[config.mk]
export PLATFORM = sky130hd
export DESIGN_NAME = z16_regfile_mp
export DESIGN_NICKNAME = d
export VERILOG_FILES = /design/src/rtl/z16_pkg.sv /design/src/rtl/z16_scoreboard.sv /design/src/rtl/z16_regfile_mp.sv
export SDC_FILE = /design/constraint.sdc
export NUM_CORES = 1
export LEC_CHECK = 0
export BUFFER_PORTS_ARGS = -buffer_cell sky130_fd_sc_hd__buf_4
export CORE_MARGIN = 1.5
export CORE_UTILIZATION = 45
export CTS_CLUSTER_SIZE = 16
export DETAILED_ROUTE_END_ITERATION = 8
export MAX_ROUTING_LAYER = met4
export PLACE_DENSITY_LB_ADDON = 0.2
export SYNTH_ARGS = -nofsm -noshare
export SYNTH_HDL_FRONTEND = slang
export SYNTH_SLANG_ARGS = --single-unit
[constraint.sdc]
create_clock -name i_clk -period 8 [get_ports i_clk]
set_input_delay 0.8 -clock i_clk [delete_from_list [all_inputs] [get_ports i_clk]]
set_output_delay 0.8 -clock i_clk [all_outputs]
set_load 0.01 [all_outputs]
[src/rtl/z16_pkg.sv]
// Shared constants and types for the Z16 register file family.
//   Z16_DW / Z16_NREG : default data width and register count
//   Z16_AW            : default register address width
//   reg_addr_t/word_t : default-width address and data types
//   Z16_ZERO_REG      : default for the hardwired-zero register option
package z16_pkg;
  localparam int Z16_DW       = 16;
  localparam int Z16_NREG     = 16;
  localparam int Z16_AW       = $clog2(Z16_NREG);
  localparam int Z16_ZERO_REG = 0;

  typedef logic [Z16_AW-1:0] reg_addr_t;
  typedef logic [Z16_DW-1:0] word_t;
endpackage

[src/rtl/z16_scoreboard.sv]
// Pending-load scoreboard: one busy bit per register.
//   clk, rst            : clock, async active-high reset
//   mark_we, mark_addr  : load issued, set busy[mark_addr]
//   clr_we, clr_addr    : load writeback, clear busy[clr_addr]
//   rd_addr             : NRD packed read addresses, AW bits each
//   rd_busy             : per-port busy, with same-cycle clear bypassed
//   busy_any            : OR of registered busy bits (no bypass)
module z16_scoreboard
  import z16_pkg::*;
#(
  parameter int NREG     = Z16_NREG,
  parameter int NRD      = 2,
  parameter int ZERO_REG = Z16_ZERO_REG,
  localparam int AW      = $clog2(NREG)
) (
  input  logic              clk,
  input  logic              rst,
  input  logic              mark_we,
  input  logic [AW-1:0]     mark_addr,
  input  logic              clr_we,
  input  logic [AW-1:0]     clr_addr,
  input  logic [NRD*AW-1:0] rd_addr,
  output logic [NRD-1:0]    rd_busy,
  output logic              busy_any
);

  logic [NREG-1:0] busy, busy_nxt;

  // Clear first, then set: a new load issued against the register being
  // written back leaves it outstanding.
  always_comb begin
    busy_nxt = busy;
    if (clr_we)  busy_nxt[clr_addr]  = 1'b0;
    if (mark_we) busy_nxt[mark_addr] = 1'b1;
    if (ZERO_REG != 0) busy_nxt[0] = 1'b0;
  end

  always_ff @(posedge clk or posedge rst) begin
    if (rst) busy <= '0;
    else     busy <= busy_nxt;
  end

  for (genvar k = 0; k < NRD; k++) begin : g_rd
    logic [AW-1:0] a;
    assign a = rd_addr[k*AW +: AW];
    // Writeback in flight this cycle releases the stall immediately.
    assign rd_busy[k] = busy[a] & ~(clr_we && clr_addr == a)
                      & ~((ZERO_REG != 0) && a == '0);
  end

  assign busy_any = |busy;

endmodule

[src/rtl/z16_regfile_mp.sv]
// Multi-port Z16 register file with two write ports and load scoreboard.
//   i_clk, i_rst        : clock, async active-high reset
//   i_rs_addr/o_rs_data : NRD combinational read ports with write bypass
//   o_rs_busy           : per-port pending-load flag (clear bypassed)
//   i_wr0_*             : ALU writeback port (lower priority)
//   i_wr1_*             : load writeback port (higher priority, clears busy)
//   i_mark_we/addr      : mark a register busy when a load issues
//   o_busy_any          : any load outstanding
module z16_regfile_mp
  import z16_pkg::*;
#(
  parameter int DW       = Z16_DW,
  parameter int NREG     = Z16_NREG,
  parameter int NRD      = 2,
  parameter int ZERO_REG = Z16_ZERO_REG,
  localparam int AW      = $clog2(NREG)
) (
  input  logic              i_clk,
  input  logic              i_rst,
  input  logic [NRD*AW-1:0] i_rs_addr,
  output logic [NRD*DW-1:0] o_rs_data,
  output logic [NRD-1:0]    o_rs_busy,
  input  logic              i_wr0_we,
  input  logic [AW-1:0]     i_wr0_addr,
  input  logic [DW-1:0]     i_wr0_data,
  input  logic              i_wr1_we,
  input  logic [AW-1:0]     i_wr1_addr,
  input  logic [DW-1:0]     i_wr1_data,
  input  logic              i_mark_we,
  input  logic [AW-1:0]     i_mark_addr,
  output logic              o_busy_any
);

  logic [NREG-1:0][DW-1:0] mem;
  logic                    wr0_ok, wr1_ok;
  logic                    byp0, byp1;

  function automatic logic is_zero(input logic [AW-1:0] a);
    return (ZERO_REG != 0) && (a == '0);
  endfunction

  // WP1 wins a same-address collision; the WP0 write is dropped.
  assign wr1_ok = i_wr1_we && !is_zero(i_wr1_addr);
  assign wr0_ok = i_wr0_we && !is_zero(i_wr0_addr)
               && !(i_wr1_we && i_wr1_addr == i_wr0_addr);

  // Bypass is suppressed under reset so outputs read zero while held.
  assign byp1 = i_wr1_we && !i_rst;
  assign byp0 = i_wr0_we && !i_rst;

  always_ff @(posedge i_clk or posedge i_rst) begin
    if (i_rst) begin
      mem <= '0;
    end else begin
      if (wr0_ok) mem[i_wr0_addr] <= i_wr0_data;
      if (wr1_ok) mem[i_wr1_addr] <= i_wr1_data;
    end
  end

  for (genvar k = 0; k < NRD; k++) begin : g_rd
    logic [AW-1:0] a;
    logic [DW-1:0] d;
    assign a = i_rs_addr[k*AW +: AW];
    always_comb begin
      d = mem[a];
      if (is_zero(a))                          d = '0;
      else if (byp1 && i_wr1_addr == a)        d = i_wr1_data;
      else if (byp0 && i_wr0_addr == a)        d = i_wr0_data;
    end
    assign o_rs_data[k*DW +: DW] = d;
  end

  z16_scoreboard #(
    .NREG     (NREG),
    .NRD      (NRD),
    .ZERO_REG (ZERO_REG)
  ) u_sb (
    .clk       (i_clk),
    .rst       (i_rst),
    .mark_we   (i_mark_we),
    .mark_addr (i_mark_addr),
    .clr_we    (i_wr1_we),
    .clr_addr  (i_wr1_addr),
    .rd_addr   (i_rs_addr),
    .rd_busy   (o_rs_busy),
    .busy_any  (o_busy_any)
  );

endmodule

* Word level (Yosys, flattened, before mapping) *
Index checks and enable logic that the tools add are counted.

word-level totals
  register bits = 272
  input port bits = 57
  logic and storage cells = 79

operators by class
  $lt $le $gt $ge = 8
  equality and inequality tests = 5
  multiplexer cells = 26
  bitwise gates (word level) = 7
  reduce and logical (&&, ||, !) cells = 16

operators by type and width
  cell                                                                    number
  256-bit bitwise mux                                                     2
  256-bit 2-to-1 mux                                                      2
  16-bit 2-to-1 mux                                                       10
  16-bit binary-select mux with 4-bit select                              2
  16-bit demux with 4-bit select                                          2
  4-bit by 5-bit < comparator with 1-bit output (second input constant)   5
  4-bit equality test                                                     5
  16-bit AND                                                              1
  16-bit NOT                                                              1
  16-bit bitwise OR                                                       1
  16-bit OR reduction                                                     1
  1-bit logical AND                                                       13
  4-bit by 1-bit >= comparator with 1-bit output (second input constant)  3
  1-bit binary-select mux with 4-bit select                               2
  1-bit demux with 4-bit select                                           2
  1-bit 2-to-1 mux                                                        4
  1-bit AND                                                               2
  1-bit zero test                                                         2
  1-bit NOT                                                               2

* Logic depth before layout (Yosys ltp) *
Gate-level depths: netlist of the first run.

  depth after elaboration = 9
  mapped depth = 8

* Modules after synthesis *
From an unflattened synthesis of the first run, not the netlist that was laid out.

second synthesis, totals
  cell total of the unflattened synthesis = 2076
  area total of the unflattened synthesis = 18367.6 µm²

modules (own cells, without submodules)
  module          instances  cells each  area each (µm²)  seq. area each (µm²)
  z16_regfile_mp  1          1968        17241.5          6406.1
  z16_scoreboard  1          108         1126.1           400.4

* Worst setup path before layout of the first run *
Ideal clock, no wire load.

  path type = input-to-output
  start point = input port i_rs_addr[1]
  end point = output port o_rs_data[10]
  arrival time = 2.342 ns
  path slack = 4.858 ns
  stages on the path = 6
  path buffers = 2
  path through = buf_2 > buf_2 > mux4_2 > a22o_1 > nor3_1 > o31ai_1

on the way
  cells in the longest elaborated chain, start to end = 4
  elaborated cells on any way between the ends = 8

ends and longest elaborated chain
  what                                                                               RTL line                                    RTL
  from (decl)                                                                        z16_regfile_mp.sv:20                        input logic [NRD*AW-1:0] i_rs_addr,
  16-bit binary-select mux with 4-bit select or 4-bit equality test (tied branches)  z16_regfile_mp.sv:65, z16_regfile_mp.sv:68
  16-bit 2-to-1 mux (not written as such) or 1-bit logical AND (tied branches)       z16_regfile_mp.sv:65, z16_regfile_mp.sv:68
  16-bit 2-to-1 mux                                                                  z16_regfile_mp.sv:68                        else if (byp0 && i_wr0_addr == a) d = i_wr0_data;
  16-bit 2-to-1 mux (*)                                                              z16_regfile_mp.sv:67                        else if (byp1 && i_wr1_addr == a) d = i_wr1_data;
  to (decl)                                                                          z16_regfile_mp.sv:21                        output logic [NRD*DW-1:0] o_rs_data,

Mark *: on every way between the ends. The rest lies on a longest branch, timed or not. The select of a mux whose other input is x is not followed.

* Final worst setup path of the first run *
  start point = input port i_rs_addr[5]
  end point = output port o_rs_data[17]

The elaborated chain is that of the path after synthesis.

==> results summary, run 1 <==
STA classifies the critical path endpoint as an output port. The net count after synthesis came out at 1868. After legalization and detailed placement, the total HPWL measured a little under 40000 µm.

STA puts the critical path data required time at just over 7 ns. The height of the chip is approximately 200 µm. The maximum clock path buffer count came out at 3. A synthesized cell averages around 10 µm².

The worst setup path startpoint is i_rs_addr[5]. Leaving out fill and tap cells, the most frequent cells in the layout are 281 x sky130_fd_sc_hd__nor2_1, 278 x sky130_fd_sc_hd__mux2i_1, 272 x sky130_fd_sc_hd__dfrtp_1. The cell area after technology mapping came out at around 0.018 mm². The die covers between 0.04 and 0.05 mm². The yosys synthesis warning count came out at 0. For this run the aggregate overflow at the end of global routing stands at 0.

The worst-case IR drop observed on VDD is between 0.00015 and 0.0002 V. The quantity of gates resized following cts came out at 0. Input and output buffers added on the ports amount to between 90 and 100. The maximum clock rate came out at 214.5 MHz. The core box area came out at approximately 0.04 mm². The total wire length is approximately 64000 µm.

The slack of the worst reg-to-reg path came out at between 7 and 8 ns. At the worst endpoint, the arrival time is between 3 and 4 ns. The clock root buffer is sky130_fd_sc_hd__clkbuf_16. The wire length per cell after detailed routing is around 28 µm. The post-synthesis async set-or-reset flop share is 100.0%. The clock skew is 0 ns. The number of vias after detailed routing came out at 14726. Global routing used a little under a third of the available tracks across all layers.

The path class of the tightest hold or removal check is in -> async. The number of buffers created by CTS is 31. TritonCTS built the clock tree. The pin count of the biggest net entering global routing is between 150 and 200. The total area of sequential cells is about 0.007 mm². The first-pass iteration count of the detailed router is 6. The total area of multi-input combinational cells is slightly above 0.01 mm². The final estimated routing congestion in global placement is ~0.87. The number of H-tree levels is 1. The count of mapped cells out of synthesis is 1811. The area growth from synthesis to layout came out at 8.266%. The placed instances occupy a cell area of 0.01884 mm². The run finished with clean final reports. The remaining number of nets flagged by the antenna check after routing is 0. The count of flip-flops with a built-in enable after synthesis is 0.

The number of ports placed on the die boundary is a little over 90. The chip width is ~200 µm. After clock tree synthesis, the clock-pin slew on the worst setup and hold paths is about 0.060 ns.

The count of hold-fix buffers inserted at cts is 0. Summed over all cells, the static leakage comes to around 9.3 nW. In this run the critical register-to-register path is captured at mem[35]. The number of filler instances in the final layout came out at between 3000 and 4000. The worst-case setup margin in the final layout came out at around 3.3 ns. The pre-CTS setup slack is roughly 3.4 ns. The worst-case reg-to-reg path depth came out at 2.

The critical path is of the in -> out type. The count of max-cap constraint violations is 0. In this run the worst setup path terminates at o_rs_data[17]. The total power per unit cell area came out at ~250 mW/mm².

The total of flip-flops plus latches after synthesis is approximately 270. The number of pins with negative max-slew slack in the final report came out at 0. The worst pin sits at a relative slew slack of between 9 and 10%. After detailed routing, the number of vias per cell comes to between 6 and 7. The cell area after layout came out at slightly below 0.02 mm². The row count came out at 73.

Setup repair after global routing left no endpoint under its margin. Clock latency on the worst-skew pair, taken at its later pin, is around 0.57 ns. For this run, the post-layout net count is 1823.

For the pin with the worst max-slew slack, the measured transition is roughly 1.4 ns. The library cell used most frequently in the layout, excluding fill and tap cells, is sky130_fd_sc_hd__nor2_1. The clock sink count is approximately 270. The initial antenna violation count was 2. The total negative slack came out at 0 ns. The time the final worst path needs with I/O delays and setup is approximately 4.7 ns. The share of the cycle needed by the critical path after routing came out at between 50% and 60%. The proportion of layout cells with a drive suffix above 1 is between 10% and 20%. After detailed routing, the number of remaining DRC violations is 0. The count of unique library cells instantiated by Yosys came out at 42. The total setup violations reported at the end of the flow came out at 0. The detailed router finished its first iteration with 1494 violations.

The kind of start point of the critical path is an input port. The effective utilization at floorplan came out at between 40% and 50%. In this run the critical register-to-register path is launched from mem[35]. The number of global-route vias before repair was 14050. The number of setup buffers added after CTS is 0. The count of final hold-check violations is 0. The worst-path maximum fanout is 37. For this run, the leading register cell type out of synthesis is sky130_fd_sc_hd__dfrtp_1.

The first global-routing pass estimated approximately 94000 µm of wire. Sequential elements use 37.07% of the synthesized area.
==> routing by layer <==
layer	vias to the layer above	part of all wire (%)	global-route usage [%]	wire length (µm)
met5	-	0	-	0
met3	161	9.0	6.093	5737
met4	0	4.4	12.17	2805
li1	6505	-	-	-
met2	741	45	46.39	28620
met1	7319	42	42.75	26610
==> critical path, cell delays in order <==
cell	delay, ns
sky130_fd_sc_hd__buf_4	0.31
sky130_fd_sc_hd__buf_4	0.72
sky130_fd_sc_hd__nand2_1	0.82
sky130_fd_sc_hd__o22ai_1	0.45
sky130_fd_sc_hd__nor3_1	0.11
sky130_fd_sc_hd__a211oi_1	0.30
sky130_fd_sc_hd__o31ai_1	0.12
sky130_fd_sc_hd__buf_4	0.17
==> worst min path at each step <==
stage | startpoint | depth (start not counted) | end
detailed placement | u_sb.busy[8] | 2 | u_sb.busy[8]
global route | i_rst | 2 | u_sb.busy[7]
global placement | u_sb.busy[7] | 2 | u_sb.busy[7]
floorplan | u_sb.busy[8] | 2 | u_sb.busy[8]
finish | i_rst | 2 | u_sb.busy[13]
CTS | i_rst | 2 | u_sb.busy[13]
==> area by class of cell <==
cell class,instances,area share [%]
multi-input combinational,1329,52.28
clock buffer,44,4.601
inverter,5,0.1133
antenna,2,0.02518
timing repair buffer,127,4.859
tap,525,3.305
clock inverter,12,0.5791
sequential,272,34.24
==> cell usage after synthesis (6+ instances only) <==
| cell | instances | area share [%] |
|---|---|---|
| sky130_fd_sc_hd__a211oi_1 | 47 | 1.9 |
| sky130_fd_sc_hd__mux4_2 | 106 | 13 |
| sky130_fd_sc_hd__clkbuf_1 | 105 | 2.1 |
| sky130_fd_sc_hd__o21ai_0 | 28 | 0.76 |
| sky130_fd_sc_hd__nand2b_1 | 6 | 0.20 |
| sky130_fd_sc_hd__nor4_1 | 6 | 0.20 |
| sky130_fd_sc_hd__o21ai_4 | 10 | 0.89 |
| sky130_fd_sc_hd__o22ai_1 | 31 | 1.1 |
| sky130_fd_sc_hd__buf_6 | 12 | 0.74 |
| sky130_fd_sc_hd__nor2b_1 | 22 | 0.75 |
| sky130_fd_sc_hd__o31ai_1 | 34 | 1.4 |
| sky130_fd_sc_hd__buf_4 | 16 | 0.65 |
| sky130_fd_sc_hd__nand3_1 | 9 | 0.25 |
| sky130_fd_sc_hd__buf_2 | 45 | 1.2 |
| sky130_fd_sc_hd__mux2i_1 | 278 | 15 |
| sky130_fd_sc_hd__buf_1 | 16 | 0.33 |
| sky130_fd_sc_hd__mux2_2 | 46 | 2.8 |
| sky130_fd_sc_hd__xor2_1 | 7 | 0.33 |
| sky130_fd_sc_hd__nor2_1 | 281 | 5.7 |
| sky130_fd_sc_hd__nor3_1 | 37 | 1.0 |
| sky130_fd_sc_hd__xnor2_1 | 10 | 0.48 |
| sky130_fd_sc_hd__nand2_1 | 79 | 1.6 |
| sky130_fd_sc_hd__a21oi_1 | 244 | 6.7 |
| sky130_fd_sc_hd__dfrtp_1 | 272 | 37 |
| sky130_fd_sc_hd__a22o_1 | 15 | 0.72 |
| sky130_fd_sc_hd__buf_12 | 11 | 1.2 |
==> flip-flops by register name, summed over array words and instances, names as in the netlist <==
| register | count |
|---|---|
| mem | 256 |
| u_sb.busy | 16 |
==> per-stage QoR <==
step | utilization, % | cells | hold slack (ns) | power (W)
5_1_grt | 49.69 | 2316 | 0.3890 | 0.005108
3_3_place_gp | 47.10 | 2258 | 0.5127 | 0.003384
2_1_floorplan | - | 1811 | 0.4823 | 0.003001
4_1_cts | 49.67 | 2314 | 0.3481 | 0.004881
3_5_place_dp | 47.10 | 2258 | 0.5150 | 0.003426
6_report | 49.69 | 2316 | 0.3531 | 0.004886
==> cells by family after synthesis <==
logic type	after synthesis	share of synthesized area, %
buf+inv	210	6.392
compound gates	417	13.79
flops	272	37.07
xor+xnor	20	1.077
simple gates	462	10.69
mux	430	30.98
==> power breakdown <==
group	switching, W	internal (W)
combinational	0.000656	0.000742
sequential	0.000289	0.00174
clock	0.000606	0.000853
total	0.00155	0.00333
Power figures use the tool's default switching activity.
==> run 2, diff against run 1 <==
clock period = 4.55 ns   (was 8 ns; I/O delays follow)
==> results summary, run 2 (synthesis results as in run 1) <==
The total area of sequential cells is 0.006807 mm² (unchanged). The worst setup path startpoint is i_rs_addr[7]. The area of the die is 0.04202 mm² (unchanged). The total track usage is 31.42% (about the same). The setup fix buffers added after clock tree synthesis was 0 (unchanged). The signal arrival time at the worst endpoint came out at 3.09 ns (-0.77 ns). The endpoint identified for the worst register-to-register timing path is mem[65]. The count of unresolved DRC violations after routing came out at 0 (unchanged). Setup repair after global routing left no endpoint under its margin. The average vias per placed instance was 6.398 (+0.63%). The maximum clock rate came out at between 200 and 300 MHz. The required time reported for the critical path endpoint is 4.09 ns (-3.11 ns).

TritonCTS built the clock tree. The slack of the worst reg-to-reg path came out at 3.74 ns (-3.45 ns). The worst hold path passes through 2 cells. The worst setup path is launched from an input port.

The total wire length was 63460 µm (-0.48%). The count of max-cap constraint violations is 0 (unchanged). The number of filler instances in the final layout is 3657 (-1.9%). The flow ran to the end, and the final reports show no timing, DRC or antenna violations. The number of pins with negative max-slew slack in the final report is 0 (unchanged). The actual slew at the worst max-slew pin came out at 1.279 ns (-0.07876 ns). The library cells used most frequently in the layout, excluding fill and tap cells, are 281 x sky130_fd_sc_hd__nor2_1, 278 x sky130_fd_sc_hd__mux2i_1, 272 x sky130_fd_sc_hd__dfrtp_1.

The worst-case reg-to-reg path depth came out at 2 (unchanged). The clock skew is 0 ns (unchanged). The count of input and output buffers is 91 (unchanged).

The maximum resistive drop on vdd is 0.0002889 V (+69%). The top register by number of flip-flops is mem. The quantity of gates resized following cts came out at 0 (unchanged). The core box area is 0.04001 mm² (unchanged). The first-pass GRT wire length is 94790 µm (+0.31%). The worst hold path belongs to the class in -> reg.

The count of final hold-check violations came out at 0 (unchanged). In this run the most critical hold path is launched from i_mark_addr[0]. The setup path with the least slack is of type in -> out. The share of the cycle needed by the critical path after routing came out at slightly below 80%.

The flip-flop count of the largest register, all copies and words added is 256 (unchanged). The destination of the worst hold path is u_sb.busy[4]. The maximum clock path buffer count came out at 3 (unchanged). The row count is 73 (unchanged). The total negative slack came out at 0 ns (unchanged). The height of the chip is 205.0 µm (unchanged). Leaving out fill and tap cells, the most frequent cell in the layout is sky130_fd_sc_hd__nor2_1. The net count of the finished layout was 1839 (+0.88%). The remaining number of nets flagged by the antenna check after routing is 0 (unchanged). The wire length per cell after detailed routing is 27.24 µm (-1.1%). The tightest slew margin relative to the limit came out at 14.42% (+5.2 points). The pin count of the biggest net entering global routing came out at 168 (-3.4%). The first-pass iteration count of the detailed router was 7 (+1). The area growth from synthesis to layout is 8.587%.

The number of vias after detailed routing is 14908 (+1.2%). The number of global-route vias before repair was 14440 (+2.8%). The smallest clock period supported by the final layout is computed as approximately 3.5 ns. The worst-path maximum fanout came out at 46 (+24%). The total power per unit cell area came to 425.3 mW/mm² (+73%). The initial antenna violation count came to 2 (unchanged). The total overflow reported by the global router came out at 0 (unchanged). The final estimated routing congestion in global placement is 0.8795 (+0.98%). The kind of end point of the critical path is an output port.

The number of ports placed on the die boundary came out at 92 (unchanged). The half-perimeter wire length after detailed placement came out at 39480 µm (+1.7%). The number of design-rule violations left by the first detailed-router iteration came out at 1570 (+5.1%).

The clock root buffer is sky130_fd_sc_hd__clkbuf_16. The effective utilization at floorplan is 45.89% (unchanged). The worst register-to-register path begins at mem[65]. The leakage component of the power came out at 9.355 nW (+0.60%).

The insertion delay to the later sink of the worst-skew pair came out at 0.57 ns (about the same). The clock input transition at the sequential cells of the worst setup and hold paths came to 0.06 ns (about the same). The largest registers in the layout are mem (256), u_sb.busy (16). The total setup violations reported at the end of the flow is 0 (unchanged).

The number of buffers created by CTS is 31 (unchanged). The chip width came out at 205.0 µm (unchanged). The total area of multi-input combinational cells is 0.01039 mm² (unchanged).

The proportion of layout cells with a drive suffix above 1 came out at 20.35% (+0.51 points). The count of hold-fix buffers inserted at cts was 1 (+1). The worst hold slack across all endpoints is 0.1134 ns (-0.2397 ns).

The clock sink count was 272 (unchanged). The number of H-tree levels came out at 1 (unchanged).
-- run 2: cell count changes in the layout (fill, tap and decap cells not counted) --
cell	previous run	this run
sky130_fd_sc_hd__clkbuf_8	9	6
sky130_fd_sc_hd__buf_4	126	141
sky130_fd_sc_hd__inv_6	0	1
sky130_fd_sc_hd__dlygate4sd3_1	0	1
sky130_fd_sc_hd__clkbuf_1	4	5
sky130_fd_sc_hd__clkinvlp_4	3	1
sky130_fd_sc_hd__clkinv_2	8	10
sky130_fd_sc_hd__bufinv_16	2	1
-- run 2: final cells by class --
class	count	share of cell area [%]
tap	525	3.295
multi-input combinational	1329	52.12
timing repair buffer	143	5.460
inverter	5	0.1130
clock inverter	12	0.4456
clock buffer	42	4.399
sequential	272	34.14
antenna	2	0.02510
-- run 2: layer usage --
metal	track usage [%]	share of wire, %	wire (µm)	up-vias
met5	-	0	0	-
met4	12.43	4.0	2512	0
met3	5.282	8.9	5655	154
met2	48.20	47	29580	782
met1	41.59	41	25710	7438
li1	-	-	-	6534
-- run 2: worst max-delay path, cell delays in order --
cell                       delay [ns]
sky130_fd_sc_hd__buf_4           0.58
sky130_fd_sc_hd__buf_4           0.49
sky130_fd_sc_hd__mux4_2          0.27
sky130_fd_sc_hd__o22ai_1         0.08
sky130_fd_sc_hd__nor3_1          0.30
sky130_fd_sc_hd__a211oi_1        0.11
sky130_fd_sc_hd__o31ai_1         0.52
sky130_fd_sc_hd__buf_4           0.22
-- run 2: worst max-delay path by stage --
stage,end,cells after the start
2_1_floorplan,mem[0],1
3_5_place_dp,o_rs_data[22],8
6_report,o_rs_data[22],8
4_1_cts,o_rs_data[22],8
3_3_place_gp,o_rs_data[22],8
5_1_grt,o_rs_data[22],8
-- run 2: per-stage QoR --
stage | instances | worst slack [ns] | area [µm²] | total power [W] | util (%)
after floorplan | 1811 | 0.4996 | 18360 | 0.005277 | -
after global placement | 2273 | 1.093 | 18960 | 0.005924 | 47.38
after detailed placement | 2273 | 1.092 | 18960 | 0.006009 | 47.38
after CTS | 2328 | 1.084 | 19930 | 0.008476 | 49.82
after global routing | 2330 | 0.9592 | 19940 | 0.008875 | 49.83
final | 2330 | 1.004 | 19940 | 0.008479 | 49.83
-- run 2: power by group --
| part | internal (W) | total, W | switching, W | leakage, nW |
|---|---|---|---|---|
| Combinational | 0.00131 | 0.00241 | 0.00111 | 5.72 |
| Clock | 0.00139 | 0.00247 | 0.00108 | 0.489 |
| Sequential | 0.00306 | 0.00360 | 0.000536 | 3.14 |
